===== src/rtl/id_ex_stage_reg_if.sv =====
// ID->EX pipeline bundle: ID-side decoded fields and stage controls in, registered EX-side fields out.
// Extra source-register fields for the forwarding unit exist only when FORWARDING_EN is defined.
interface id_ex_stage_reg_if #(
  parameter int DATA_W       = 32,
  parameter int SQUASH_CNT_W = 16
);
  // Stage controls
  logic                    freeze;
  logic                    flush;
  logic                    cond_pass;

  // ID side
  logic                    id_valid;
  logic [DATA_W-1:0]       id_pc;
  logic                    id_wb_en;
  logic                    id_mem_r;
  logic                    id_mem_w;
  logic                    id_b;
  logic                    id_s;
  logic                    id_imm;
  logic [3:0]              id_exe_cmd;
  logic [DATA_W-1:0]       id_val_rn;
  logic [DATA_W-1:0]       id_val_rm;
  logic [11:0]             id_shift_operand;
  logic [23:0]             id_signed_imm24;
  logic [3:0]              id_dest;
  logic [3:0]              id_status;

  // EX side
  logic                    ex_valid;
  logic [DATA_W-1:0]       ex_pc;
  logic                    ex_wb_en;
  logic                    ex_mem_r;
  logic                    ex_mem_w;
  logic                    ex_b;
  logic                    ex_s;
  logic                    ex_imm;
  logic [3:0]              ex_exe_cmd;
  logic [DATA_W-1:0]       ex_val_rn;
  logic [DATA_W-1:0]       ex_val_rm;
  logic [11:0]             ex_shift_operand;
  logic [23:0]             ex_signed_imm24;
  logic [3:0]              ex_dest;
  logic [3:0]              ex_status;
  logic [SQUASH_CNT_W-1:0] squash_cnt;

`ifdef FORWARDING_EN
  logic [3:0]              id_src1;
  logic [3:0]              id_src2;
  logic                    id_two_src;
  logic [3:0]              ex_src1;
  logic [3:0]              ex_src2;
  logic                    ex_two_src;
`endif

  // Stage register view
  modport slave (
    input  freeze, flush, cond_pass,
    input  id_valid, id_pc, id_wb_en, id_mem_r, id_mem_w, id_b, id_s, id_imm,
    input  id_exe_cmd, id_val_rn, id_val_rm, id_shift_operand, id_signed_imm24,
    input  id_dest, id_status,
    output ex_valid, ex_pc, ex_wb_en, ex_mem_r, ex_mem_w, ex_b, ex_s, ex_imm,
    output ex_exe_cmd, ex_val_rn, ex_val_rm, ex_shift_operand, ex_signed_imm24,
    output ex_dest, ex_status, squash_cnt
`ifdef FORWARDING_EN
    ,
    input  id_src1, id_src2, id_two_src,
    output ex_src1, ex_src2, ex_two_src
`endif
  );

  // Driver view (ID stage / hazard unit side)
  modport master (
    output freeze, flush, cond_pass,
    output id_valid, id_pc, id_wb_en, id_mem_r, id_mem_w, id_b, id_s, id_imm,
    output id_exe_cmd, id_val_rn, id_val_rm, id_shift_operand, id_signed_imm24,
    output id_dest, id_status,
    input  ex_valid, ex_pc, ex_wb_en, ex_mem_r, ex_mem_w, ex_b, ex_s, ex_imm,
    input  ex_exe_cmd, ex_val_rn, ex_val_rm, ex_shift_operand, ex_signed_imm24,
    input  ex_dest, ex_status, squash_cnt
`ifdef FORWARDING_EN
    ,
    output id_src1, id_src2, id_two_src,
    input  ex_src1, ex_src2, ex_two_src
`endif
  );
endinterface


===== src/rtl/id_ex_stage_reg.sv =====
// ID/EX pipeline register with condition squash, flush bubble, freeze hold and a saturating squash counter.
// Optional macro FORWARDING_EN adds registered src1/src2/two_src fields for the forwarding unit.
module id_ex_stage_reg #(
  parameter int DATA_W       = 32,
  parameter int SQUASH_CNT_W = 16
) (
  input  logic           clk,
  input  logic           rst,
  id_ex_stage_reg_if.slave bus
);
  logic                    ex_valid_q;
  logic [DATA_W-1:0]       ex_pc_q;
  logic                    ex_wb_en_q;
  logic                    ex_mem_r_q;
  logic                    ex_mem_w_q;
  logic                    ex_b_q;
  logic                    ex_s_q;
  logic                    ex_imm_q;
  logic [3:0]              ex_exe_cmd_q;
  logic [DATA_W-1:0]       ex_val_rn_q;
  logic [DATA_W-1:0]       ex_val_rm_q;
  logic [11:0]             ex_shift_operand_q;
  logic [23:0]             ex_signed_imm24_q;
  logic [3:0]              ex_dest_q;
  logic [3:0]              ex_status_q;
  logic [SQUASH_CNT_W-1:0] squash_cnt_q;
`ifdef FORWARDING_EN
  logic [3:0]              ex_src1_q;
  logic [3:0]              ex_src2_q;
  logic                    ex_two_src_q;
`endif

  logic                    live;
  logic                    squash;
  logic                    capture;
  logic [SQUASH_CNT_W-1:0] squash_cnt_next;

  // cond_pass only reaches state through the capture branch, so an X on it
  // during reset/flush/freeze never lands in a register.
  always_comb begin
    capture         = !bus.flush && !bus.freeze;
    live            = bus.id_valid && bus.cond_pass;
    squash          = bus.id_valid && !bus.cond_pass;
    squash_cnt_next = squash_cnt_q;
    if (squash && (squash_cnt_q != '1)) begin
      squash_cnt_next = squash_cnt_q + SQUASH_CNT_W'(1);
    end
  end

  always_ff @(posedge clk) begin
    if (rst || bus.flush) begin
      ex_valid_q         <= 1'b0;
      ex_pc_q            <= '0;
      ex_wb_en_q         <= 1'b0;
      ex_mem_r_q         <= 1'b0;
      ex_mem_w_q         <= 1'b0;
      ex_b_q             <= 1'b0;
      ex_s_q             <= 1'b0;
      ex_imm_q           <= 1'b0;
      ex_exe_cmd_q       <= '0;
      ex_val_rn_q        <= '0;
      ex_val_rm_q        <= '0;
      ex_shift_operand_q <= '0;
      ex_signed_imm24_q  <= '0;
      ex_dest_q          <= '0;
      ex_status_q        <= '0;
`ifdef FORWARDING_EN
      ex_src1_q          <= '0;
      ex_src2_q          <= '0;
      ex_two_src_q       <= 1'b0;
`endif
    end else if (!bus.freeze) begin
      // Side-effecting controls are gated by liveness; operand fields are
      // always copied so a killed instruction stays visible in EX.
      ex_valid_q         <= live;
      ex_pc_q            <= bus.id_pc;
      ex_wb_en_q         <= bus.id_wb_en && live;
      ex_mem_r_q         <= bus.id_mem_r && live;
      ex_mem_w_q         <= bus.id_mem_w && live;
      ex_b_q             <= bus.id_b && live;
      ex_s_q             <= bus.id_s && live;
      ex_imm_q           <= bus.id_imm;
      ex_exe_cmd_q       <= bus.id_exe_cmd;
      ex_val_rn_q        <= bus.id_val_rn;
      ex_val_rm_q        <= bus.id_val_rm;
      ex_shift_operand_q <= bus.id_shift_operand;
      ex_signed_imm24_q  <= bus.id_signed_imm24;
      ex_dest_q          <= bus.id_dest;
      ex_status_q        <= bus.id_status;
`ifdef FORWARDING_EN
      ex_src1_q          <= bus.id_src1;
      ex_src2_q          <= bus.id_src2;
      ex_two_src_q       <= bus.id_two_src && live;
`endif
    end
  end

  always_ff @(posedge clk) begin
    if (rst) begin
      squash_cnt_q <= '0;
    end else if (capture) begin
      squash_cnt_q <= squash_cnt_next;
    end
  end

  assign bus.ex_valid         = ex_valid_q;
  assign bus.ex_pc            = ex_pc_q;
  assign bus.ex_wb_en         = ex_wb_en_q;
  assign bus.ex_mem_r         = ex_mem_r_q;
  assign bus.ex_mem_w         = ex_mem_w_q;
  assign bus.ex_b             = ex_b_q;
  assign bus.ex_s             = ex_s_q;
  assign bus.ex_imm           = ex_imm_q;
  assign bus.ex_exe_cmd       = ex_exe_cmd_q;
  assign bus.ex_val_rn        = ex_val_rn_q;
  assign bus.ex_val_rm        = ex_val_rm_q;
  assign bus.ex_shift_operand = ex_shift_operand_q;
  assign bus.ex_signed_imm24  = ex_signed_imm24_q;
  assign bus.ex_dest          = ex_dest_q;
  assign bus.ex_status        = ex_status_q;
  assign bus.squash_cnt       = squash_cnt_q;
`ifdef FORWARDING_EN
  assign bus.ex_src1          = ex_src1_q;
  assign bus.ex_src2          = ex_src2_q;
  assign bus.ex_two_src       = ex_two_src_q;
`endif
endmodule


===== src/flat_wrapper.sv =====
// flat-port wrapper written by rule: the top's interface ports become plain ports
module id_ex_stage_reg_flat 
#(
  parameter int DATA_W       = 32,
  parameter int SQUASH_CNT_W = 16
)
  (clk, rst, bus_freeze, bus_flush, bus_cond_pass, bus_id_valid, bus_id_pc, bus_id_wb_en, bus_id_mem_r, bus_id_mem_w, bus_id_b, bus_id_s, bus_id_imm, bus_id_exe_cmd, bus_id_val_rn, bus_id_val_rm, bus_id_shift_operand, bus_id_signed_imm24, bus_id_dest, bus_id_status, bus_ex_valid, bus_ex_pc, bus_ex_wb_en, bus_ex_mem_r, bus_ex_mem_w, bus_ex_b, bus_ex_s, bus_ex_imm, bus_ex_exe_cmd, bus_ex_val_rn, bus_ex_val_rm, bus_ex_shift_operand, bus_ex_signed_imm24, bus_ex_dest, bus_ex_status, bus_squash_cnt);
  id_ex_stage_reg_if #(.DATA_W(DATA_W), .SQUASH_CNT_W(SQUASH_CNT_W)) bus_i ();
  input  logic clk;
  input  logic rst;
  input wire logic [$bits(bus_i.freeze)-1:0] bus_freeze;
  input wire logic [$bits(bus_i.flush)-1:0] bus_flush;
  input wire logic [$bits(bus_i.cond_pass)-1:0] bus_cond_pass;
  input wire logic [$bits(bus_i.id_valid)-1:0] bus_id_valid;
  input wire logic [$bits(bus_i.id_pc)-1:0] bus_id_pc;
  input wire logic [$bits(bus_i.id_wb_en)-1:0] bus_id_wb_en;
  input wire logic [$bits(bus_i.id_mem_r)-1:0] bus_id_mem_r;
  input wire logic [$bits(bus_i.id_mem_w)-1:0] bus_id_mem_w;
  input wire logic [$bits(bus_i.id_b)-1:0] bus_id_b;
  input wire logic [$bits(bus_i.id_s)-1:0] bus_id_s;
  input wire logic [$bits(bus_i.id_imm)-1:0] bus_id_imm;
  input wire logic [$bits(bus_i.id_exe_cmd)-1:0] bus_id_exe_cmd;
  input wire logic [$bits(bus_i.id_val_rn)-1:0] bus_id_val_rn;
  input wire logic [$bits(bus_i.id_val_rm)-1:0] bus_id_val_rm;
  input wire logic [$bits(bus_i.id_shift_operand)-1:0] bus_id_shift_operand;
  input wire logic [$bits(bus_i.id_signed_imm24)-1:0] bus_id_signed_imm24;
  input wire logic [$bits(bus_i.id_dest)-1:0] bus_id_dest;
  input wire logic [$bits(bus_i.id_status)-1:0] bus_id_status;
  output wire logic [$bits(bus_i.ex_valid)-1:0] bus_ex_valid;
  output wire logic [$bits(bus_i.ex_pc)-1:0] bus_ex_pc;
  output wire logic [$bits(bus_i.ex_wb_en)-1:0] bus_ex_wb_en;
  output wire logic [$bits(bus_i.ex_mem_r)-1:0] bus_ex_mem_r;
  output wire logic [$bits(bus_i.ex_mem_w)-1:0] bus_ex_mem_w;
  output wire logic [$bits(bus_i.ex_b)-1:0] bus_ex_b;
  output wire logic [$bits(bus_i.ex_s)-1:0] bus_ex_s;
  output wire logic [$bits(bus_i.ex_imm)-1:0] bus_ex_imm;
  output wire logic [$bits(bus_i.ex_exe_cmd)-1:0] bus_ex_exe_cmd;
  output wire logic [$bits(bus_i.ex_val_rn)-1:0] bus_ex_val_rn;
  output wire logic [$bits(bus_i.ex_val_rm)-1:0] bus_ex_val_rm;
  output wire logic [$bits(bus_i.ex_shift_operand)-1:0] bus_ex_shift_operand;
  output wire logic [$bits(bus_i.ex_signed_imm24)-1:0] bus_ex_signed_imm24;
  output wire logic [$bits(bus_i.ex_dest)-1:0] bus_ex_dest;
  output wire logic [$bits(bus_i.ex_status)-1:0] bus_ex_status;
  output wire logic [$bits(bus_i.squash_cnt)-1:0] bus_squash_cnt;
  assign bus_i.freeze = bus_freeze;
  assign bus_i.flush = bus_flush;
  assign bus_i.cond_pass = bus_cond_pass;
  assign bus_i.id_valid = bus_id_valid;
  assign bus_i.id_pc = bus_id_pc;
  assign bus_i.id_wb_en = bus_id_wb_en;
  assign bus_i.id_mem_r = bus_id_mem_r;
  assign bus_i.id_mem_w = bus_id_mem_w;
  assign bus_i.id_b = bus_id_b;
  assign bus_i.id_s = bus_id_s;
  assign bus_i.id_imm = bus_id_imm;
  assign bus_i.id_exe_cmd = bus_id_exe_cmd;
  assign bus_i.id_val_rn = bus_id_val_rn;
  assign bus_i.id_val_rm = bus_id_val_rm;
  assign bus_i.id_shift_operand = bus_id_shift_operand;
  assign bus_i.id_signed_imm24 = bus_id_signed_imm24;
  assign bus_i.id_dest = bus_id_dest;
  assign bus_i.id_status = bus_id_status;
  assign bus_ex_valid = bus_i.ex_valid;
  assign bus_ex_pc = bus_i.ex_pc;
  assign bus_ex_wb_en = bus_i.ex_wb_en;
  assign bus_ex_mem_r = bus_i.ex_mem_r;
  assign bus_ex_mem_w = bus_i.ex_mem_w;
  assign bus_ex_b = bus_i.ex_b;
  assign bus_ex_s = bus_i.ex_s;
  assign bus_ex_imm = bus_i.ex_imm;
  assign bus_ex_exe_cmd = bus_i.ex_exe_cmd;
  assign bus_ex_val_rn = bus_i.ex_val_rn;
  assign bus_ex_val_rm = bus_i.ex_val_rm;
  assign bus_ex_shift_operand = bus_i.ex_shift_operand;
  assign bus_ex_signed_imm24 = bus_i.ex_signed_imm24;
  assign bus_ex_dest = bus_i.ex_dest;
  assign bus_ex_status = bus_i.ex_status;
  assign bus_squash_cnt = bus_i.squash_cnt;
  id_ex_stage_reg #(.DATA_W(DATA_W), .SQUASH_CNT_W(SQUASH_CNT_W)) u_core (.clk(clk), .rst(rst), .bus(bus_i));
endmodule

===== config.mk =====
export PLATFORM = sky130hd
export DESIGN_NAME = id_ex_stage_reg_flat
export DESIGN_NICKNAME = d
export VERILOG_FILES = /design/src/rtl/id_ex_stage_reg_if.sv /design/src/rtl/id_ex_stage_reg.sv /design/src/flat_wrapper.sv
export SDC_FILE = /design/constraint.sdc
export NUM_CORES = 1
export LEC_CHECK = 0
export ABC_AREA = 1
export BUFFER_PORTS_ARGS = -buffer_cell sky130_fd_sc_hd__buf_2
export CAP_MARGIN = 20
export CORE_ASPECT_RATIO = 1.5
export CORE_MARGIN = 1.5
export CORE_UTILIZATION = 35
export DETAILED_ROUTE_END_ITERATION = 7
export SETUP_SLACK_MARGIN = 0.05
export SYNTH_ARGS = -nofsm -noshare
export SYNTH_HDL_FRONTEND = slang
export SYNTH_SLANG_ARGS = --single-unit

===== constraint.sdc =====
create_clock -name clk -period 1.7 [get_ports clk]
set_input_delay 0.085 -clock clk [delete_from_list [all_inputs] [get_ports clk]]
set_output_delay 0.085 -clock clk [all_outputs]
set_load 0.01 [all_outputs]

; ---- Word-level counts from Yosys, hierarchy flattened
; Index checks and enable logic that the tools add are counted.
[op_classes]
add_sub_neg = 1
eq_ne = 1
n_reduce_logical = 14
[ops]
columns = cell, n
row1 = $add 16x1->16 const B, 1
row2 = $ne 16x16->1 const B, 1
row3 = $logic_and 1x1->1, 9
row4 = $logic_not 1->1, 3
row5 = $reduce_and 2->1, 1
row6 = $logic_or 1x1->1, 1
[word_totals]
regBits = 167
inputBits = 156
output_inout_bits = 167
wordCells = 32

; ---- Logic depth before layout (Yosys ltp)
; Gate-level depths: netlist of run 1.
[logic_depth]
ltp_word = 4
depth_mapped = 12
mapped_depth_nobuf = 11

; ---- Worst setup path before layout of run 1
; Ideal clock, no wire load.
[synth_path]
kind = register -> register
startpoint = reg u_core.squash_cnt_q[0] (netlist: u_core.bus.squash_cnt[0])
endpoint = reg u_core.squash_cnt_q[15] (netlist: u_core.bus.squash_cnt[15])
setup_time_ns = 0.115
t_arrival_ns = 1.344
t_required_ns = 1.585
slack_ns = 0.241
path_stages_with_launch = 10
path_buffers = 1
synth_period_minus_slack_ns = 1.459
cell_sequence = dfxtp_1 > ha_1 > inv_1 > nor2_2 > nand2_2 > nor2_4 > nor2_4 > buf_6 > a21oi_1 > nor2_1
[synth_between]
elab_chain_cells = 3
word_cells_on_any_way = 4
cone_classes = 1 x add/sub / 1 x eq/ne / 2 x reduce/logical
[synth_rtl]
columns = element, line_no
row1 = "start, declared", id_ex_stage_reg.sv:26  ; logic [SQUASH_CNT_W-1:0] squash_cnt_q;
row2 = "start signal, assigned", id_ex_stage_reg.sv:102  ; squash_cnt_q <= squash_cnt_next;
row3 = "parallel branches: the longest is 3 deep, another holds $add 16x1->16", n/a
; Parallel ways; which one is timed is not known.
; A chain may end at the register's enable or synchronous reset.

; ---- Worst setup path in the final report of run 1
; Ends and elaborated chain as after synthesis.

==> results of run 1 <==
layer usage:
metal,up-vias,part of all wire [%],GRT usage [%],wire length (um)
li1,3565,-,-,-
met1,3192,39,24.9,8500
met2,271,51,41.0,11100
met3,45,7.4,6.80,1610
met4,0,2.9,9.19,626
met5,-,0,0,0
through the flow:
| stage | cell area [um2] | util, % | TNS [ns] | setup slack [ns] |
|---|---|---|---|---|
| after CTS | 10200 | 57.6 | 0 | 0.118 |
| final | 10300 | 57.8 | 0 | 0.193 |
| after global placement | 8090 | 45.5 | -0.333 | -0.0356 |
| after floorplan | 6310 | - | 0 | 0.241 |
| after detailed placement | 8090 | 45.5 | -0.995 | -0.101 |
| after global routing | 10300 | 57.8 | 0 | 0.0497 |
cell type report:
class / count / area, um2 / share of cell area (%)
inverter: 43 / 164 / 1.59
tap: 217 / 272 / 2.64
clock inverter: 14 / 143 / 1.39
antenna: 1 / 2.50 / 0.0243
sequential: 167 / 3340 / 32.5
clock buffer: 18 / 439 / 4.27
timing repair buffer: 493 / 3360 / 32.7
multi-input combinational: 582 / 2550 / 24.8
cell families after synthesis:
kind of cell / synth area share, %
buffers and inverters: 6.84
AOI/OAI and AO/OA: 12.3
and+or+nand+nor: 27.7
adders and majority gates: 0.198
DFF: 53.0
repair_timing:
item / 4_1_cts / 5_1_grt
buffers inserted: 0 / 3
hold buffers: 156 / 0
endpoints found under the hold margin: 152 / 0
pin swaps: 1 / 3
endpoints found under the setup margin: 16 / 16
cloned: 1 / 0
gates resized for setup: 1 / 0
layout by cell type, fill, tap and decap left out, drive strengths merged:
cell type    Yosys  final
clkinv          12     17
bufinv           0      1
dfxtp          167    167
clkbuf          16     18
diode            0      1
clkinvlp         0      3
inv             31     36
buf             37    337
a21oi          155    155
dlygate4sd3      0    156
and3             1      1
nor3             1      1
nand2          364    364
nand3           23     23
nor2            36     37
ha               1      1
worst max-delay path: stages, from the launching register on:
cell                      delay (ns)
sky130_fd_sc_hd__dfxtp_1        0.33
sky130_fd_sc_hd__ha_1           0.17
sky130_fd_sc_hd__inv_1          0.06
sky130_fd_sc_hd__nor2_2         0.16
sky130_fd_sc_hd__nand2_2        0.10
sky130_fd_sc_hd__nor2_4         0.15
sky130_fd_sc_hd__nor2_4         0.04
sky130_fd_sc_hd__buf_4          0.18
sky130_fd_sc_hd__a21oi_1        0.15
sky130_fd_sc_hd__nor2_1         0.06
power by group through the flow:
| stage | clock network [mW] | logic [mW] | registers (mW) |
|---|---|---|---|
| finish | 3.79 | 1.10 | 4.08 |
| detailed placement | 0 | 0.792 | 4.16 |
| floorplan | 0 | 0.346 | 4.22 |
| CTS | 3.91 | 1.09 | 4.07 |
| global route | 4.06 | 1.20 | 4.09 |
| global placement | 0 | 0.788 | 4.16 |
how the worst min path moves through the flow:
stage,from,endpoint,slack (ns)
after floorplan,rst,u_core.bus.squash_cnt[10]$_SDFFE_PP0P_,0.15
after global placement,rst,u_core.bus.squash_cnt[10]$_SDFFE_PP0P_,0.28
after detailed placement,rst,u_core.bus.squash_cnt[10]$_SDFFE_PP0P_,0.28
after CTS,bus_freeze,u_core.bus.ex_status[2]$_SDFFE_PP0N_,0.002
after global routing,bus_freeze,u_core.bus.ex_status[2]$_SDFFE_PP0N_,0.03
final,bus_freeze,u_core.bus.ex_status[2]$_SDFFE_PP0N_,0.03
state kept, by name (all words and copies together) (netlist names), 4 cells and up:
| register | count |
|---|---|
| u_core.bus.ex_val_rn | 32 |
| u_core.bus.ex_val_rm | 32 |
| u_core.bus.ex_exe_cmd | 4 |
| u_core.bus.ex_signed_imm24 | 24 |
| u_core.bus.squash_cnt | 16 |
| u_core.bus.ex_pc | 32 |
| u_core.bus.ex_dest | 4 |
| u_core.bus.ex_shift_operand | 12 |
| u_core.bus.ex_status | 4 |
==> impl_metrics.prom, run 1 <==
# TYPE chip_impl_metric gauge
chip_impl_metric{name="power.switching_fraction",unit="%"} 25.5
chip_impl_info{name="ys_dominant_reg_cell",value="sky130_fd_sc_hd__dfxtp_1"} 1
chip_impl_metric{name="grt_antenna_before_repair",unit=""} 1
chip_impl_info{name="synth_common_cells",value="sky130_fd_sc_hd__nand2_1, sky130_fd_sc_hd__dfxtp_1, sky130_fd_sc_hd__a21oi_1, sky130_fd_sc_hd__buf_2, sky130_fd_sc_hd__inv_1"} 1
chip_impl_metric{name="drt_pass1_iterations",unit=""} 5
chip_impl_metric{name="worst_skew_pair.late_latency",unit="ns"} 0.42
chip_impl_metric{name="fmax",unit="MHz"} 663
chip_impl_metric{name="gp_congestion",unit=""} 0.793
chip_impl_info{name="rsz0062_at_grt",value="no"} 1
chip_impl_metric{name="synth.avg_cell_area",unit="um2"} 7.48
chip_impl_metric{name="postSynth.asyncResetShare",unit="%"} 0
chip_impl_metric{name="power.static_leakage",unit="nW"} 4.86
chip_impl_metric{name="synth_enable_flop_cells",unit=""} 0
chip_impl_metric{name="wl_per_cell",unit="um"} 14.3
chip_impl_metric{name="final.period_utilization",unit="%"} 88.7
chip_impl_metric{name="vdd_ir_drop_max",unit="mV"} 0.511
chip_impl_metric{name="layout.cells.non_filler",unit=""} 1535
chip_impl_metric{name="netlist.area_leader.share",unit="%"} 53.0
chip_impl_metric{name="dpl.hpwl",unit="mm"} 13.8
chip_impl_metric{name="largest_net_degree_at_the_start_of_global_routing",unit=""} 152
chip_impl_metric{name="design.die.area",unit="mm2"} 0.0189
chip_impl_metric{name="floorplan.initialDensity",unit="%"} 35.5
chip_impl_metric{name="cts-root-to-sink-buffers",unit=""} 2
chip_impl_metric{name="drtAntennaViolNets",unit=""} 0
chip_impl_metric{name="ys_seq_area_share",unit="%"} 53.0
chip_impl_metric{name="slew_viol_final",unit=""} 0
chip_impl_info{name="cts_tree",value="built"} 1
chip_impl_metric{name="total_power_after_layout",unit="mW"} 8.97
chip_impl_metric{name="hold_violations",unit=""} 0
chip_impl_info{name="clock_tree.root_cell",value="sky130_fd_sc_hd__clkbuf_16"} 1
chip_impl_info{name="timing.critical_path.from_type",value="flip-flop"} 1
chip_impl_metric{name="share_seq_of_total_power",unit="%"} 45.4
chip_impl_metric{name="final-setup-viol-count",unit=""} 0
chip_impl_info{name="most_common_cell_in_the_netlist",value="sky130_fd_sc_hd__nand2_1"} 1
chip_impl_metric{name="finalWorstPathRequiredPeriod",unit="ns"} 1.51
chip_impl_metric{name="yosys.cell_types.count",unit=""} 21
chip_impl_metric{name="post_route_hold_slack",unit="ns"} 0.0279
chip_impl_metric{name="yosysWarningCount",unit=""} 0
chip_impl_metric{name="power.density",unit="mW/mm2"} 873
chip_impl_info{name="outcome",value="finished clean"} 1
chip_impl_metric{name="cap_viol_max_count",unit=""} 0
chip_impl_metric{name="1st_iter_drt_viols",unit=""} 615
chip_impl_metric{name="num_vias",unit=""} 7073
chip_impl_metric{name="ff2ff_setup_slack",unit="ns"} 0.19
chip_impl_metric{name="worst-path-max-fanout",unit=""} 10
chip_impl_metric{name="die_width",unit="um"} 113
chip_impl_metric{name="drive_above_1_share",unit="%"} 30.8
chip_impl_metric{name="core_outline_area",unit="mm2"} 0.0178
chip_impl_info{name="worstSetupEndpoint",value="u_core.bus.squash_cnt[15]$_SDFFE_PP0P_"} 1
chip_impl_metric{name="vias_in_the_first_global_route",unit=""} 6920
chip_impl_info{name="crit-reg2reg-launch",value="u_core.bus.squash_cnt[0]$_SDFFE_PP0P_"} 1
chip_impl_metric{name="routed_wirelength",unit="mm"} 21.9
chip_impl_metric{name="vias_per_cell",unit=""} 4.61
chip_impl_metric{name="timing.critical_path.required",unit="ns"} 2.02
chip_impl_info{name="ys_top_cells_by_area",value="sky130_fd_sc_hd__dfxtp_1, sky130_fd_sc_hd__nand2_1, sky130_fd_sc_hd__a21oi_1"} 1
chip_impl_metric{name="nNetsFinal",unit=""} 1461
chip_impl_info{name="worstSetupStartpoint",value="u_core.bus.squash_cnt[0]$_SDFFE_PP0P_"} 1
chip_impl_metric{name="netlist_area",unit="mm2"} 0.00631
chip_impl_metric{name="portBuffers",unit=""} 322
chip_impl_metric{name="clkPwrFrac",unit="%"} 42.3
chip_impl_metric{name="p_sw",unit="mW"} 2.29
chip_impl_metric{name="grt_util_all_layers",unit="%"} 22.9
chip_impl_metric{name="dieHeight",unit="um"} 167
chip_impl_info{name="yosys.area.top_type",value="sky130_fd_sc_hd__dfxtp_1"} 1
chip_impl_metric{name="syn_inst",unit=""} 844
chip_impl_metric{name="grt_first_pass_wirelength",unit="mm"} 34.7
chip_impl_metric{name="fin_worst_skew",unit="ns"} 0.0101
chip_impl_metric{name="hold_depth",unit=""} 4
chip_impl_info{name="crit_path_kind",value="reg -> reg"} 1
chip_impl_metric{name="flow.area_growth_from_synthesis",unit="%"} 62.9
chip_impl_metric{name="synthesis.nets",unit=""} 1001
chip_impl_metric{name="critPathArrivalTime",unit="ns"} 1.83
chip_impl_metric{name="placed_cells",unit=""} 1342
chip_impl_metric{name="layout.filler_cells",unit=""} 1613
chip_impl_metric{name="r2r.worst_path.cells",unit=""} 9
chip_impl_metric{name="max-slew-margin-rel",unit="%"} 50.0
chip_impl_metric{name="p_comb_share",unit="%"} 12.3
chip_impl_metric{name="grt_overflow_total",unit=""} 0
chip_impl_metric{name="internal_power",unit="mW"} 6.69
chip_impl_info{name="min-delay-path-class",value="in -> reg"} 1
chip_impl_metric{name="clkTransAtPathRegs",unit="ns"} 0.07
chip_impl_info{name="crit_end_element",value="flip-flop"} 1
chip_impl_metric{name="post-route-drc-count",unit=""} 0
chip_impl_metric{name="io_pins",unit=""} 323
chip_impl_metric{name="postSynthRegisterBits",unit=""} 167
chip_impl_metric{name="cts.htree.levels",unit=""} 4
chip_impl_metric{name="worst-slew-pin-transition",unit="ns"} 0.751
chip_impl_info{name="r2r_end",value="u_core.bus.squash_cnt[15]$_SDFFE_PP0P_"} 1
chip_impl_metric{name="num_rows",unit=""} 60
chip_impl_metric{name="tritoncts_num_sinks",unit=""} 167
chip_impl_metric{name="cts-buffers-inserted",unit=""} 17
No activity file was read; power rests on OpenSTA's default activity.
==> inputs of run 2 (changes only) <==
--- a/config.mk
+++ b/config.mk
@@ -5,7 +5,7 @@
 export SDC_FILE = /design/constraint.sdc
 export NUM_CORES = 1
 export LEC_CHECK = 0
-export ABC_AREA = 1
+export ABC_AREA = 0
 export BUFFER_PORTS_ARGS = -buffer_cell sky130_fd_sc_hd__buf_2
 export CAP_MARGIN = 20
 export CORE_ASPECT_RATIO = 1.5
==> impl_metrics.prom, run 2 <==
# TYPE chip_impl_metric gauge
chip_impl_info{name="outcome",value="finished with violations"} 1
chip_impl_info{name="violated_checks",value="setup timing"} 1
chip_impl_metric{name="floorplan.initialDensity",unit="%"} 35.9
chip_impl_metric{name="timing.critical_path.required",unit="ns"} 2.01
chip_impl_info{name="cts_tree",value="built"} 1
chip_impl_metric{name="ff2ff_setup_slack",unit="ns"} -0.02
chip_impl_metric{name="diodes",unit=""} 0
chip_impl_metric{name="share_seq_of_total_power",unit="%"} 46.3
chip_impl_metric{name="post-route-drc-count",unit=""} 0
chip_impl_metric{name="p_sw",unit="mW"} 2.09
chip_impl_metric{name="yosys.cell_types.count",unit=""} 29
chip_impl_metric{name="synthesis.nets",unit=""} 749
chip_impl_metric{name="hold_violations",unit=""} 0
chip_impl_metric{name="netlist.area_leader.share",unit="%"} 55.3
chip_impl_metric{name="grt_first_pass_wirelength",unit="mm"} 28.1
chip_impl_metric{name="gp_congestion",unit=""} 0.789
chip_impl_metric{name="postSynthRegisterBits",unit=""} 167
chip_impl_metric{name="drt_pass1_iterations",unit=""} 4
chip_impl_metric{name="vias_in_the_first_global_route",unit=""} 5770
chip_impl_info{name="timing.critical_path.from_type",value="flip-flop"} 1
chip_impl_metric{name="power.density",unit="mW/mm2"} 871
chip_impl_metric{name="portBuffers",unit=""} 322
chip_impl_info{name="ys_dominant_reg_cell",value="sky130_fd_sc_hd__dfxtp_1"} 1
chip_impl_info{name="timing.critical_path.mode_cell",value="sky130_fd_sc_hd__nand4_1"} 1
chip_impl_info{name="rsz0062_at_grt",value="yes"} 1
chip_impl_info{name="ys_top_cells_by_area",value="sky130_fd_sc_hd__dfxtp_1, sky130_fd_sc_hd__mux2i_1, sky130_fd_sc_hd__nor2_1"} 1
chip_impl_metric{name="tritoncts_num_sinks",unit=""} 167
chip_impl_metric{name="internal_power",unit="mW"} 6.73
chip_impl_info{name="crit_end_element",value="flip-flop"} 1
chip_impl_info{name="worst_hold_path.endpoint",value="u_core.bus.ex_mem_r$_SDFFE_PP0N_"} 1
chip_impl_metric{name="clkTransAtPathRegs",unit="ns"} 0.06
chip_impl_metric{name="hold_depth",unit=""} 4
chip_impl_metric{name="die_width",unit="um"} 110
chip_impl_metric{name="cts.htree.levels",unit=""} 4
chip_impl_metric{name="num_vias",unit=""} 5807
chip_impl_metric{name="flow.area_growth_from_synthesis",unit="%"} 67.4
chip_impl_metric{name="finalWorstPathRequiredPeriod",unit="ns"} 1.72
chip_impl_metric{name="power.switching_fraction",unit="%"} 23.7
chip_impl_metric{name="cts-buffers-inserted",unit=""} 17
chip_impl_metric{name="cts-root-to-sink-buffers",unit=""} 2
chip_impl_metric{name="clkPwrFrac",unit="%"} 41.4
chip_impl_metric{name="grt_util_all_layers",unit="%"} 20.2
chip_impl_metric{name="final.setup.worst_slack",unit="ns"} -0.0152
chip_impl_metric{name="cap_viol_max_count",unit=""} 0
chip_impl_info{name="final_cell_mix",value="sky130_fd_sc_hd__buf_2, sky130_fd_sc_hd__nor2_1, sky130_fd_sc_hd__dfxtp_1, sky130_fd_sc_hd__mux2i_1, sky130_fd_sc_hd__dlygate4sd3_1"} 1
chip_impl_metric{name="worst-slew-pin-transition",unit="ns"} 0.743
chip_impl_info{name="most_common_cell_in_the_netlist",value="sky130_fd_sc_hd__nor2_1"} 1
chip_impl_metric{name="worst-path-max-fanout",unit=""} 7
chip_impl_metric{name="netlist_area",unit="mm2"} 0.00605
chip_impl_metric{name="vdd_ir_drop_max",unit="mV"} 0.578
chip_impl_metric{name="vias_per_cell",unit=""} 4.50
chip_impl_metric{name="ys_seq_area_share",unit="%"} 55.3
chip_impl_metric{name="routed_wirelength",unit="mm"} 18.8
chip_impl_metric{name="design.die.area",unit="mm2"} 0.0181
chip_impl_metric{name="synth.avg_cell_area",unit="um2"} 10.2
chip_impl_info{name="crit_path_kind",value="reg -> reg"} 1
chip_impl_metric{name="slew_viol_final",unit=""} 0
chip_impl_metric{name="final.period_utilization",unit="%"} 101
chip_impl_metric{name="postPlaceCellArea",unit="mm2"} 0.00808
chip_impl_metric{name="yosysWarningCount",unit=""} 0
chip_impl_info{name="critPathTopFamily",value="simple AND/OR/NAND/NOR gates"} 1
chip_impl_metric{name="worstPathBufferInverterCount",unit=""} 1
chip_impl_metric{name="dpl.hpwl",unit="mm"} 12.2
chip_impl_metric{name="drive_above_1_share",unit="%"} 37.0
chip_impl_metric{name="finish.instance_area",unit="mm2"} 0.0101
chip_impl_metric{name="power.static_leakage",unit="nW"} 5.12
chip_impl_metric{name="syn_inst",unit=""} 592
chip_impl_info{name="min-delay-path-class",value="in -> reg"} 1
chip_impl_metric{name="synth_enable_flop_cells",unit=""} 0
chip_impl_metric{name="wl_per_cell",unit="um"} 14.6
chip_impl_metric{name="worst_skew_pair.late_latency",unit="ns"} 0.42
chip_impl_info{name="yosys.area.top_type",value="sky130_fd_sc_hd__dfxtp_1"} 1
chip_impl_metric{name="final-setup-viol-count",unit=""} 1
chip_impl_metric{name="grt_antenna_before_repair",unit=""} 0
chip_impl_metric{name="largest_net_degree_at_the_start_of_global_routing",unit=""} 94
chip_impl_info{name="mostFrequentLayoutCell",value="sky130_fd_sc_hd__buf_2"} 1
chip_impl_metric{name="grt_overflow_total",unit=""} 0
chip_impl_metric{name="num_rows",unit=""} 58
chip_impl_metric{name="io_pins",unit=""} 323
chip_impl_metric{name="fmax",unit="MHz"} 583
chip_impl_metric{name="total_power_after_layout",unit="mW"} 8.82
chip_impl_metric{name="postSynth.asyncResetShare",unit="%"} 0
chip_impl_metric{name="critPathMaxStageDelay",unit="ns"} 0.49
chip_impl_info{name="synth_common_cells",value="sky130_fd_sc_hd__nor2_1, sky130_fd_sc_hd__dfxtp_1, sky130_fd_sc_hd__mux2i_1, sky130_fd_sc_hd__clkbuf_1, sky130_fd_sc_hd__xor2_1"} 1
chip_impl_metric{name="p_comb_share",unit="%"} 12.4
chip_impl_metric{name="fin_worst_skew",unit="ns"} 0.00491
chip_impl_metric{name="max-slew-margin-rel",unit="%"} 50.5
chip_impl_metric{name="1st_iter_drt_viols",unit=""} 273
chip_impl_metric{name="post_route_hold_slack",unit="ns"} 0.0686
chip_impl_info{name="crit_chain",value="ha_4 > nand4_1 > or4_4 > buf_6 > nand4_1 > xor2_1 > nor2_1"} 1
chip_impl_metric{name="drtAntennaViolNets",unit=""} 0
chip_impl_info{name="slowest_stage",value="sky130_fd_sc_hd__or4_4"} 1
chip_impl_info{name="r2r_end",value="u_core.bus.squash_cnt[13]$_SDFFE_PP0P_"} 1
chip_impl_metric{name="r2r.worst_path.cells",unit=""} 7
chip_impl_info{name="clock_tree.root_cell",value="sky130_fd_sc_hd__clkbuf_16"} 1
chip_impl_metric{name="dieHeight",unit="um"} 164
chip_impl_info{name="crit-reg2reg-launch",value="u_core.bus.squash_cnt[1]$_SDFFE_PP0P_"} 1
chip_impl_metric{name="core_outline_area",unit="mm2"} 0.0168
chip_impl_info{name="startpoint_of_the_tightest_hold_check_path",value="bus_id_mem_r"} 1
chip_impl_metric{name="nNetsFinal",unit=""} 1226
chip_impl_metric{name="critPathArrivalTime",unit="ns"} 2.02
==> run 2: cell types whose count changed after synthesis, sizes merged, moves of 14 or more <==
cell	change
mux2i	+146
inv	-29
clkbuf	+14
nand2	-355
nor2	+134
nand3	-16
a21oi	-147
buf	-27
==> run 2: final cells by class <==
class / count / area [um2]
well taps: 210 / 263
clock buffers: 20 / 457
inverters: 2 / 7.51
flip-flops and latches: 167 / 3360
fillers: 1425 / 6710
multi-input cells: 383 / 2590
clock inverters: 10 / 98.8
repair buffers: 498 / 3350
==> run 2: repair_timing <==
action	CTS	global route
hold buffers	145	0
endpoints found under the setup margin	14	14
pin swaps	3	11
setup buffers	1	0
gates cloned	0	0
endpoints found under the hold margin	145	0
resized for setup	4	3
==> run 2: how the worst max path moves through the flow <==
stage                                                startpoint                                     end  slack (ns)  depth (start not counted)
final                     u_core.bus.squash_cnt[1]$_SDFFE_PP0P_  u_core.bus.squash_cnt[13]$_SDFFE_PP0P_       -0.02                          7
after global routing      u_core.bus.squash_cnt[1]$_SDFFE_PP0P_  u_core.bus.squash_cnt[13]$_SDFFE_PP0P_        -0.1                          7
after CTS                 u_core.bus.squash_cnt[1]$_SDFFE_PP0P_  u_core.bus.squash_cnt[13]$_SDFFE_PP0P_        0.01                          7
after detailed placement  u_core.bus.squash_cnt[1]$_SDFFE_PP0P_   u_core.bus.squash_cnt[1]$_SDFFE_PP0P_       -0.10                          6
after global placement    u_core.bus.squash_cnt[1]$_SDFFE_PP0P_   u_core.bus.squash_cnt[1]$_SDFFE_PP0P_        -0.1                          6
after floorplan           u_core.bus.squash_cnt[1]$_SDFFE_PP0P_   u_core.bus.squash_cnt[2]$_SDFFE_PP0P_       -0.02                          8
==> run 2: cells by family (layout without fill, tap and decap cells) <==
| family | after synthesis | count (layout) | share of synthesized area, % |
|---|---|---|---|
| muxes | 146 | 146 | 24.2 |
| and+or+nand+nor | 207 | 207 | 14.3 |
| AOI/OAI and AO/OA | 16 | 16 | 1.47 |
| buffers and inverters | 42 | 530 | 2.67 |
| DFF | 167 | 167 | 55.3 |
| adders and majority gates | 1 | 1 | 0.207 |
| xor gates and xnor gates | 13 | 13 | 1.88 |
==> run 2: power groups by stage <==
stage	registers [mW]	clock network, mW	logic, mW
final	4.08	3.65	1.09
after global routing	4.10	3.91	1.18
after CTS	4.08	3.75	1.08
after detailed placement	4.17	0	0.814
after global placement	4.16	0	0.808
after floorplan	4.22	0	0.381
==> run 2: routing by layer <==
layer / vias to the layer above / GRT usage (%) / part of all wire, %
met4: 0 / 9.62 / 3.4
met3: 44 / 5.56 / 6.9
met5: - / 0 / 0
met1: 2619 / 20.7 / 37
met2: 224 / 36.9 / 52
li1: 2920 / - / -
==> run 2: worst register-to-register path, cell delays in order (launching register included) <==
cell and delay (ns):
sky130_fd_sc_hd__dfxtp_4 0.36, sky130_fd_sc_hd__ha_4 0.13, sky130_fd_sc_hd__nand4_1 0.09, sky130_fd_sc_hd__or4_4 0.49
sky130_fd_sc_hd__buf_6 0.16, sky130_fd_sc_hd__nand4_1 0.15, sky130_fd_sc_hd__xor2_1 0.18, sky130_fd_sc_hd__nor2_1 0.05
==> run 2: metrics by stage <==
step	setup TNS, ns	setup WS (ns)	utilization (%)	std cells
finish	-0.0152	-0.0152	60.1	1290
global route	-0.386	-0.0996	60.1	1290
CTS	0	0.0107	60.1	1290
detailed placement	-0.664	-0.105	48.0	1114
global placement	-0.579	-0.0971	48.0	1114
floorplan	-0.0345	-0.0171	-	592
==> inputs of run 3 (changes only) <==
--- a/config.mk
+++ b/config.mk
@@ -5,14 +5,16 @@
 export SDC_FILE = /design/constraint.sdc
 export NUM_CORES = 1
 export LEC_CHECK = 0
-export ABC_AREA = 0
+export ABC_AREA = 1
 export BUFFER_PORTS_ARGS = -buffer_cell sky130_fd_sc_hd__buf_2
 export CAP_MARGIN = 20
 export CORE_ASPECT_RATIO = 1.5
 export CORE_MARGIN = 1.5
 export CORE_UTILIZATION = 35
 export DETAILED_ROUTE_END_ITERATION = 7
+export REMOVE_ABC_BUFFERS = 1
 export SETUP_SLACK_MARGIN = 0.05
+export SLEW_MARGIN = 25
 export SYNTH_ARGS = -nofsm -noshare
 export SYNTH_HDL_FRONTEND = slang
 export SYNTH_SLANG_ARGS = --single-unit
==> impl_metrics.prom, run 3 (same netlist as run 1, synthesis figures left out) <==
# TYPE chip_impl_metric gauge
chip_impl_info{name="outcome",value="finished clean"} 1
chip_impl_metric{name="nNetsFinal",unit=""} 1463
chip_impl_info{name="crit_end_element",value="flip-flop"} 1
chip_impl_metric{name="grtUsageMet1",unit="%"} 23.5
chip_impl_info{name="startpoint_of_the_tightest_hold_check_path",value="bus_id_valid"} 1
chip_impl_metric{name="critPathArrivalTime",unit="ns"} 1.82
chip_impl_info{name="crit-reg2reg-launch",value="u_core.bus.squash_cnt[0]$_SDFFE_PP0P_"} 1
chip_impl_metric{name="vias_per_cell",unit=""} 4.66
chip_impl_info{name="rsz0062_at_grt",value="no"} 1
chip_impl_metric{name="tritoncts_num_sinks",unit=""} 167
chip_impl_metric{name="worst_skew_pair.late_latency",unit="ns"} 0.43
chip_impl_metric{name="core_outline_area",unit="mm2"} 0.0178
chip_impl_metric{name="drt_pass1_iterations",unit=""} 5
chip_impl_info{name="crit_path_kind",value="reg -> reg"} 1
chip_impl_metric{name="dpl.hpwl",unit="mm"} 13.7
chip_impl_info{name="grt_most_used_layer",value="met2"} 1
chip_impl_metric{name="final-setup-viol-count",unit=""} 0
chip_impl_metric{name="num_vias",unit=""} 7152
chip_impl_metric{name="io_pins",unit=""} 323
chip_impl_metric{name="timing.critical_path.required",unit="ns"} 2.02
chip_impl_info{name="min-delay-path-class",value="in -> reg"} 1
chip_impl_metric{name="1st_iter_drt_viols",unit=""} 583
chip_impl_metric{name="portBuffers",unit=""} 322
chip_impl_metric{name="postPlaceCellArea",unit="mm2"} 0.00814
chip_impl_metric{name="drtAntennaViolNets",unit=""} 0
chip_impl_metric{name="cts-root-to-sink-buffers",unit=""} 2
chip_impl_metric{name="fin_tns_setup",unit="ns"} 0
chip_impl_metric{name="fmax",unit="MHz"} 667
chip_impl_metric{name="gp_congestion",unit=""} 0.792
chip_impl_metric{name="diodes",unit=""} 0
chip_impl_info{name="mostFrequentLayoutCell",value="sky130_fd_sc_hd__nand2_1"} 1
chip_impl_metric{name="worst-path-max-fanout",unit=""} 8
chip_impl_metric{name="max-slew-margin-rel",unit="%"} 54.8
chip_impl_info{name="timing.critical_path.from_type",value="flip-flop"} 1
chip_impl_metric{name="fin_worst_skew",unit="ns"} 0.00784
chip_impl_metric{name="grt_antenna_before_repair",unit=""} 0
chip_impl_metric{name="clkTransAtPathRegs",unit="ns"} 0.07
chip_impl_metric{name="flow.area_growth_from_synthesis",unit="%"} 64.2
chip_impl_metric{name="finish.instance_area",unit="mm2"} 0.0104
chip_impl_metric{name="final.setup.worst_slack",unit="ns"} 0.201
chip_impl_metric{name="largest_net_degree_at_the_start_of_global_routing",unit=""} 152
chip_impl_metric{name="slew_viol_final",unit=""} 0
chip_impl_metric{name="num_rows",unit=""} 60
chip_impl_metric{name="worst-slew-pin-transition",unit="ns"} 0.678
chip_impl_metric{name="final.period_utilization",unit="%"} 88.2
chip_impl_metric{name="met3_usage",unit="%"} 5.36
chip_impl_metric{name="power.density",unit="mW/mm2"} 894
chip_impl_metric{name="post-route-drc-count",unit=""} 0
chip_impl_metric{name="grtUsageMet2",unit="%"} 42.1
chip_impl_metric{name="hold_violations",unit=""} 0
chip_impl_metric{name="grt_first_pass_wirelength",unit="mm"} 34.0
chip_impl_metric{name="post_route_hold_slack",unit="ns"} 0.127
chip_impl_info{name="cts_tree",value="built"} 1
chip_impl_metric{name="die_width",unit="um"} 113
chip_impl_metric{name="total_power_after_layout",unit="mW"} 9.26
chip_impl_metric{name="cap_viol_max_count",unit=""} 0
chip_impl_info{name="clock_tree.root_cell",value="sky130_fd_sc_hd__clkbuf_16"} 1
chip_impl_metric{name="power.static_leakage",unit="nW"} 4.91
chip_impl_metric{name="dp_slack",unit="ns"} -0.104
chip_impl_metric{name="grt_overflow_total",unit=""} 0
chip_impl_info{name="worstSetupStartpoint",value="u_core.bus.squash_cnt[0]$_SDFFE_PP0P_"} 1
chip_impl_metric{name="vias_in_the_first_global_route",unit=""} 6892
chip_impl_metric{name="vdd_ir_drop_max",unit="mV"} 0.616
chip_impl_metric{name="cts-buffers-inserted",unit=""} 17
chip_impl_metric{name="floorplan.initialDensity",unit="%"} 35.5
chip_impl_metric{name="drive_above_1_share",unit="%"} 31.0
chip_impl_info{name="final_cell_mix",value="sky130_fd_sc_hd__nand2_1, sky130_fd_sc_hd__buf_2, sky130_fd_sc_hd__dfxtp_1, sky130_fd_sc_hd__a21oi_1, sky130_fd_sc_hd__dlygate4sd3_1"} 1
chip_impl_metric{name="design.die.area",unit="mm2"} 0.0189
chip_impl_metric{name="dieHeight",unit="um"} 167
chip_impl_metric{name="layout.filler_cells",unit=""} 1607
chip_impl_metric{name="finalWorstPathRequiredPeriod",unit="ns"} 1.50
chip_impl_metric{name="routed_wirelength",unit="mm"} 21.7
chip_impl_metric{name="cts.htree.levels",unit=""} 4
chip_impl_metric{name="grt_util_all_layers",unit="%"} 22.6
chip_impl_metric{name="wl_per_cell",unit="um"} 14.2
## run 3: critical path, stage by stage, from the launching register on
cell and delay (ns):
sky130_fd_sc_hd__dfxtp_1 0.33, sky130_fd_sc_hd__ha_1 0.16, sky130_fd_sc_hd__inv_1 0.07, sky130_fd_sc_hd__nor2_4 0.13
sky130_fd_sc_hd__nand2_2 0.08, sky130_fd_sc_hd__nor2_4 0.18, sky130_fd_sc_hd__nor2_4 0.06, sky130_fd_sc_hd__buf_4 0.17
sky130_fd_sc_hd__a21oi_1 0.14, sky130_fd_sc_hd__nor2_1 0.06
## run 3: cell type report
type	count	area [um2]	share of cell area, %
Timing Repair Buffer	495	3410	32.9
Inverter	43	164	1.58
Multi-Input combinational cell	582	2560	24.7
Clock inverter	14	191	1.85
Tap cell	217	272	2.62
Sequential cell	167	3340	32.3
Clock buffer	17	425	4.11
## run 3: path summary, 6_finish.rpt
path	slack, ns	to	depth (start not counted)
max	0.20	u_core.bus.squash_cnt[15]$_SDFFE_PP0P_	9
min	0.13	u_core.bus.ex_s$_SDFFE_PP0N_	5
max reg2reg	0.20	u_core.bus.squash_cnt[15]$_SDFFE_PP0P_	9
min reg2reg	0.45	u_core.bus.ex_signed_imm24[22]$_SDFFE_PP0N_	2
## run 3: where the power goes
group	internal [mW]	switching, mW	total [mW]
Clock	2.36	1.72	4.07
Combinational	0.575	0.539	1.11
Sequential	4.02	0.0503	4.07
## run 3: repair_timing
item / in CTS / in global routing
endpoints found under the setup margin: 16 / 13
pin swaps: 1 / 2
hold buffers: 153 / 0
hold endpoints to repair: 152 / 0
gates cloned: 1 / 0
setup buffers: 0 / 5
gates resized for setup: 1 / 1
## run 3: layer usage
| layer | vias up | wire length, um |
|---|---|---|
| met5 | - | 0 |
| met4 | 0 | 873 |
| met3 | 62 | 1280 |
| met2 | 271 | 11300 |
| met1 | 3246 | 8320 |
| li1 | 3573 | - |
## run 3: stage by stage
| stage | std cells | util (%) |
|---|---|---|
| 3_3_place_gp | 1345 | 45.7 |
| 2_1_floorplan | 791 | - |
| 6_report | 1535 | 58.2 |
| 5_1_grt | 1535 | 58.2 |
| 4_1_cts | 1530 | 57.9 |
| 3_5_place_dp | 1345 | 45.7 |
